### config.mk
export PLATFORM = sky130hd
export DESIGN_NAME = data_mem_ctrl
export DESIGN_NICKNAME = d
export VERILOG_FILES = /design/src/rtl/mem_pkg.sv /design/src/rtl/mem_array.sv /design/src/rtl/data_mem_ctrl.sv
export SDC_FILE = /design/constraint.sdc
export NUM_CORES = 2
export LEC_CHECK = 0
export CELL_PAD_IN_SITES_DETAIL_PLACEMENT = 0
export CELL_PAD_IN_SITES_GLOBAL_PLACEMENT = 1
export CORE_MARGIN = 1
export CORE_UTILIZATION = 40
export DETAILED_ROUTE_END_ITERATION = 10
export MAX_ROUTING_LAYER = met4
export PLACE_DENSITY_LB_ADDON = 0.1
export SKIP_CTS_REPAIR_TIMING = 1
export SKIP_LAST_GASP = 1
export SLEW_MARGIN = 40
export SYNTH_ARGS = -nofsm -noshare
export SYNTH_HDL_FRONTEND = slang
export SYNTH_HIERARCHICAL = 1
export SYNTH_SLANG_ARGS = --single-unit
### constraint.sdc
create_clock -name clk -period 12.75 [get_ports clk]
set_clock_uncertainty 0.15 [all_clocks]
set_input_delay 2.55 -clock clk [delete_from_list [all_inputs] [get_ports clk]]
set_output_delay 2.55 -clock clk [all_outputs]
set_load 0.1 [all_outputs]
### src/rtl/mem_pkg.sv
// Shared types and helpers for the data memory controller.
package mem_pkg;

  // Controller FSM states.
  typedef enum logic [1:0] {
    INIT = 2'd0,
    IDLE = 2'd1,
    BUSY = 2'd2,
    DONE = 2'd3
  } state_t;

  // Number of byte-offset bits in an address: log2(DATA_W/8).
  function automatic int byte_shift_f(input int data_w);
    return $clog2(data_w / 8);
  endfunction

  // Word-index width: log2(DEPTH), never below 1 so vectors stay legal.
  function automatic int idx_w_f(input int depth);
    return (depth > 1) ? $clog2(depth) : 1;
  endfunction

endpackage

### src/rtl/mem_array.sv
// Word storage: one synchronous write port, one combinational read port.
module mem_array #(
  parameter int DATA_W = 16,
  parameter int DEPTH  = 256,
  parameter int IDX_W  = 8
) (
  input  logic              clk,
  input  logic              we_i,
  input  logic [IDX_W-1:0]  waddr_i,
  input  logic [DATA_W-1:0] wdata_i,
  input  logic [IDX_W-1:0]  raddr_i,
  output logic [DATA_W-1:0] rdata_o
);

  logic [DATA_W-1:0] mem_q [DEPTH];

  // Write port; contents are cleared by the controller's init sweep, not by reset.
  always_ff @(posedge clk) begin
    if (we_i) mem_q[waddr_i] <= wdata_i;
  end

  assign rdata_o = mem_q[raddr_i];

endmodule

### src/rtl/data_mem_ctrl.sv
// Fixed-latency data memory controller: post-reset clear, legality checks,
// request capture and a LATENCY-cycle access pipeline with stall/done.
module data_mem_ctrl
  import mem_pkg::*;
#(
  parameter int DATA_W  = 16,
  parameter int ADDR_W  = 16,
  parameter int DEPTH   = 256,
  parameter int LATENCY = 2
) (
  input  logic              clk,
  input  logic              rst,
  input  logic [ADDR_W-1:0] addr,
  input  logic [DATA_W-1:0] wr_data,
  input  logic              mem_rd,
  input  logic              mem_wr,
  output logic [DATA_W-1:0] rd_data,
  output logic              stall,
  output logic              done,
  output logic              err,
  output logic              init_busy
);

  localparam int BYTE_SHIFT = byte_shift_f(DATA_W);
  localparam int IDX_W      = idx_w_f(DEPTH);
  localparam int FULL_W     = ADDR_W - BYTE_SHIFT;
  localparam int LAT_W      = $clog2(LATENCY) + 1;
  localparam logic [ADDR_W-1:0] ALIGN_MASK = ADDR_W'((1 << BYTE_SHIFT) - 1);

  state_t            state_q, state_d;
  logic [IDX_W-1:0]  init_cnt_q, init_cnt_d;
  logic [LAT_W-1:0]  lat_cnt_q, lat_cnt_d;
  logic [IDX_W-1:0]  cap_idx_q, cap_idx_d;
  logic [DATA_W-1:0] cap_data_q, cap_data_d;
  logic              cap_wr_q, cap_wr_d;
  logic [DATA_W-1:0] rd_data_q, rd_data_d;

  logic              mem_we;
  logic [IDX_W-1:0]  mem_waddr, mem_raddr;
  logic [DATA_W-1:0] mem_wdata, mem_rdata;

  logic [FULL_W-1:0] full_idx;
  logic [IDX_W-1:0]  in_idx;
  logic              req, illegal;

  // Request decode and legality; the index compare is one bit wider so a
  // DEPTH equal to the full index range never truncates to zero.
  always_comb begin
    full_idx = addr[ADDR_W-1:BYTE_SHIFT];
    in_idx   = full_idx[IDX_W-1:0];
    req      = mem_rd | mem_wr;
    illegal  = (mem_rd & mem_wr)
             | ((addr & ALIGN_MASK) != '0)
             | ({1'b0, full_idx} >= (FULL_W+1)'(DEPTH));
  end

  // Next-state, array port steering and outputs.
  always_comb begin
    state_d    = state_q;
    init_cnt_d = init_cnt_q;
    lat_cnt_d  = lat_cnt_q;
    cap_idx_d  = cap_idx_q;
    cap_data_d = cap_data_q;
    cap_wr_d   = cap_wr_q;
    rd_data_d  = rd_data_q;
    mem_we     = 1'b0;
    mem_waddr  = cap_idx_q;
    mem_wdata  = cap_data_q;
    mem_raddr  = cap_idx_q;
    stall      = 1'b0;
    done       = 1'b0;
    err        = 1'b0;
    init_busy  = 1'b0;
    case (state_q)
      INIT: begin
        init_busy  = 1'b1;
        stall      = 1'b1;
        mem_we     = 1'b1;
        mem_waddr  = init_cnt_q;
        mem_wdata  = '0;
        init_cnt_d = init_cnt_q + 1'b1;
        if (init_cnt_q == IDX_W'(DEPTH - 1)) begin
          state_d    = IDLE;
          init_cnt_d = '0;
        end
      end
      IDLE: begin
        if (req) begin
          if (illegal) begin
            err = 1'b1;
          end else begin
            stall      = 1'b1;
            cap_idx_d  = in_idx;
            cap_data_d = wr_data;
            cap_wr_d   = mem_wr;
            if (LATENCY > 1) begin
              state_d   = BUSY;
              lat_cnt_d = LAT_W'(LATENCY - 1);
            end else begin
              // Single-cycle latency: the access completes on the accepting
              // edge, so the array is driven from the live inputs.
              state_d   = DONE;
              mem_we    = mem_wr;
              mem_waddr = in_idx;
              mem_wdata = wr_data;
              mem_raddr = in_idx;
              if (mem_rd) rd_data_d = mem_rdata;
            end
          end
        end
      end
      BUSY: begin
        stall = 1'b1;
        if (lat_cnt_q == LAT_W'(1)) begin
          state_d = DONE;
          mem_we  = cap_wr_q;
          if (!cap_wr_q) rd_data_d = mem_rdata;
        end else begin
          lat_cnt_d = lat_cnt_q - 1'b1;
        end
      end
      DONE: begin
        done    = 1'b1;
        state_d = IDLE;
      end
      default: state_d = INIT;
    endcase
    // A reset edge abandons any in-flight write.
    if (rst) mem_we = 1'b0;
  end

  // State, counters and capture registers with synchronous reset.
  always_ff @(posedge clk) begin
    if (rst) begin
      state_q    <= INIT;
      init_cnt_q <= '0;
      lat_cnt_q  <= '0;
      cap_idx_q  <= '0;
      cap_data_q <= '0;
      cap_wr_q   <= 1'b0;
      rd_data_q  <= '0;
    end else begin
      state_q    <= state_d;
      init_cnt_q <= init_cnt_d;
      lat_cnt_q  <= lat_cnt_d;
      cap_idx_q  <= cap_idx_d;
      cap_data_q <= cap_data_d;
      cap_wr_q   <= cap_wr_d;
      rd_data_q  <= rd_data_d;
    end
  end

  assign rd_data = rd_data_q;

  mem_array #(
    .DATA_W (DATA_W),
    .DEPTH  (DEPTH),
    .IDX_W  (IDX_W)
  ) u_mem (
    .clk     (clk),
    .we_i    (mem_we),
    .waddr_i (mem_waddr),
    .wdata_i (mem_wdata),
    .raddr_i (mem_raddr),
    .rdata_o (mem_rdata)
  );

endmodule

==> results.toml <==
[run_status]
outcome = "finished clean"

[clocking]
clock_latency_ns = 0.98
clockBufferDepth = 4
cts_tree = "done"
cts-root-buf = "clkbuf_16"
cts_buffers = 446
cts.clk_slew.worst_paths_ns = 0.06
h-tree-depth = 5
clock_sinks = 4149

[synthesis]
synth.distinct_cells = 66
synth_seq_area_share_pct = 77.1
yosysWarnings = 6
synth_edf_count = 4096
ys.flop_type = "edfxtp_1"
syn_area_um2 = 161000
async_reset_ff_share_pct = 0
synth_cells = 7638
synth_fp_nets = 7681
synth_area_per_cell_um2 = 21.1
ys_ff_latch = 4149

[cells_and_area]
final_area_um2 = 184000
final_cell_mix = "edfxtp_1, mux4_2, mux2i_1"
final_core_util_pct = 46.1
final_common_cell = "edfxtp_1"
drive_above_1_share_pct = 25.7
nets = 8122
nFillCells = 33400
syn2layout_area_growth_pct = 14.4

[worst_setup_path]
crit_type = "in2out"
cp.required_ns = 10.05
critPathMaxFanout = 26
critPathCapture = "stall"
crit_family = "simple AND/OR/NAND/NOR gates"
regToRegStartpoint = "cap_idx_q[1]$_SDFFE_PP0P_"
path_buf_inv = 2
reg2reg_depth = 10
r2r_end = "rd_data[13]$_SDFFE_PP0P_"
start_kind = "input pin"
r2r_slack_ns = 7.12
critPathLaunch = "addr[10]"
path_cells = "clkdlybuf4s50_1, nor4_4, nand4_2, a21oi_1, buf_2"
crit_slowest_cell = "nand4_2"
endpoint_kind = "output pin"
cp.depth = 5
max_stage_delay_ns = 0.66
crit_arrival_ns = 4.86

[grt]
first_global_vias = 80100
grt_max_degree = 164
grt_pass1_wl_um = 644000
track_usage_pct = 23.3
grt_overflow = 0
antenna_found_initial = 19

[routing]
dr_total_vias = 79000
drtIter0Drc = 7887
drtAntennaViolNets = 0
routedWlPerCell_um = 33.7
post-route-drc-count = 0
firstDrtPassIters = 5
wirelength_um = 463000
avgViaCountPerCell = 5.76

[placement]
place_congestion = 0.814
dp_hpwl_um = 273000
post_dp_cell_area_um2 = 170000
portBuffers = 55

[power]
p_leak_uw = 0.0555
power_per_cell_area_nw_per_um2 = 148
vdd_drop_max_mv = 0.123

[min_path]
whs_path_depth = 2
hold_class = "reg2reg"

[sta]
hold_viol_final = 0
fin_tns_setup_ns = 0
hold_ws_ns = 0.308
tightest_slew_ns = 0.930
rsz0062_at_grt = "no"
min_period_ns = 7.56
slew_viol_final = 0
max_freq_ghz = 0.132
slew_headroom_pct = 38.0
finalCritPeriodShare_pct = 59.3
finalSetupViolCount = 0

[floorplan]
fp.dieH_um = 636
coreArea_um2 = 400000
fp.dieW_um = 636
std_cell_rows = 232
dieArea_um2 = 405000
io_pins = 56
start_util_pct = 40.3

[run]
cap_violations = 0
[worst reg2reg max path: stages, from the launching register on]
cell	delay (ns)
dfxtp_4	0.71
buf_12	0.64
buf_12	0.49
buf_4	0.93
mux4_2	0.44
mux4_2	0.54
a22o_1	0.44
o32ai_1	0.81
nor4_1	0.19
nand2_1	0.11
a21oi_1	0.06
[cell families after synthesis]
family | synth area share (%)
DFF | 77.1
muxes | 15.4
AOI/OAI and AO/OA | 3.72
and+or+nand+nor | 1.97
buffers and inverters | 1.75
adders and majority gates | 0.0607
xor gates and xnor gates | 0.0327
[routing by layer]
layer | track usage (%) | wire length (µm)
met4 | 6.78 | 14800
met2 | 36.8 | 223000
met5 | - | 0
met3 | 2.85 | 25100
met1 | 31.9 | 200000
[through the flow]
step | std cells | worst slack, ns | power (µW)
after floorplan | 7638 | 3.41 | 15100
after global placement | 12900 | 4.46 | 15200
after detailed placement | 12900 | 5.19 | 15200
after CTS | 13700 | 5.18 | 27600
after global routing | 13700 | 5.06 | 28000
final | 13700 | 5.19 | 27300
[cell usage after synthesis (all sizes together), types with 4 or more instances]
library cell / count / area, µm²
xor2: 5 / 43.8
a22o: 32 / 280
mux4: 797 / 17900
o21ai: 41 / 205
mux2: 97 / 1090
clkbuf: 243 / 913
nor2: 315 / 1180
nand2b: 4 / 25.0
mux2i: 567 / 5680
a22oi: 43 / 323
a2111oi: 6 / 52.6
edfxtp: 4096 / 123000
o31ai: 17 / 128
nand4: 30 / 194
a221oi: 28 / 245
o221ai: 253 / 2220
ha: 7 / 87.6
inv: 9 / 33.8
a211oi: 19 / 143
a21oi: 218 / 1170
nand3: 39 / 195
buf: 228 / 1880
nand2: 129 / 507
o22ai: 148 / 926
nor4: 20 / 161
nor2b: 25 / 156
a31oi: 8 / 50.1
or2: 6 / 37.5
and3: 13 / 81.3
dfxtp: 53 / 1060
nor3: 94 / 470
o32ai: 21 / 191
[report_power, final]
part	internal, µW	switching, µW
Sequential	14800	3.89
Combinational	34.6	77.1
Clock	7090	5320
[sequential cells by signal, summed over array words and instances, names as in the netlist]
name / flops
cap_idx_q: 8
u_mem/mem_q: 4096
state_q: 2
lat_cnt_q: 2
rd_data: 16
cap_data_q: 16
cap_wr_q: 1
init_cnt_q: 8
[layout make-up]
class	count	area (µm²)	share of cell area [%]
tap	5265	6590	3.58
antenna	3	7.51	0.00408
timing repair buffer	464	4400	2.39
clock inverter	246	2180	1.18
inverter	9	46.3	0.0251
clock buffer	578	11700	6.38
multi-input combinational	3009	35100	19.1
sequential	4149	124000	67.4
[how the worst min path moves through the flow]
stage                               startpoint                         end
CTS                 cap_data_q[4]$_SDFFE_PP0P_  cap_data_q[4]$_SDFFE_PP0P_
floorplan           cap_data_q[0]$_SDFFE_PP0P_  cap_data_q[0]$_SDFFE_PP0P_
finish              cap_data_q[4]$_SDFFE_PP0P_  cap_data_q[4]$_SDFFE_PP0P_
detailed placement  cap_data_q[4]$_SDFFE_PP0P_  cap_data_q[4]$_SDFFE_PP0P_
global placement    cap_data_q[3]$_SDFFE_PP0P_  cap_data_q[3]$_SDFFE_PP0P_
global route        cap_data_q[1]$_SDFFE_PP0P_  cap_data_q[1]$_SDFFE_PP0P_
Note: power is estimated with default switching activity, not from simulation.
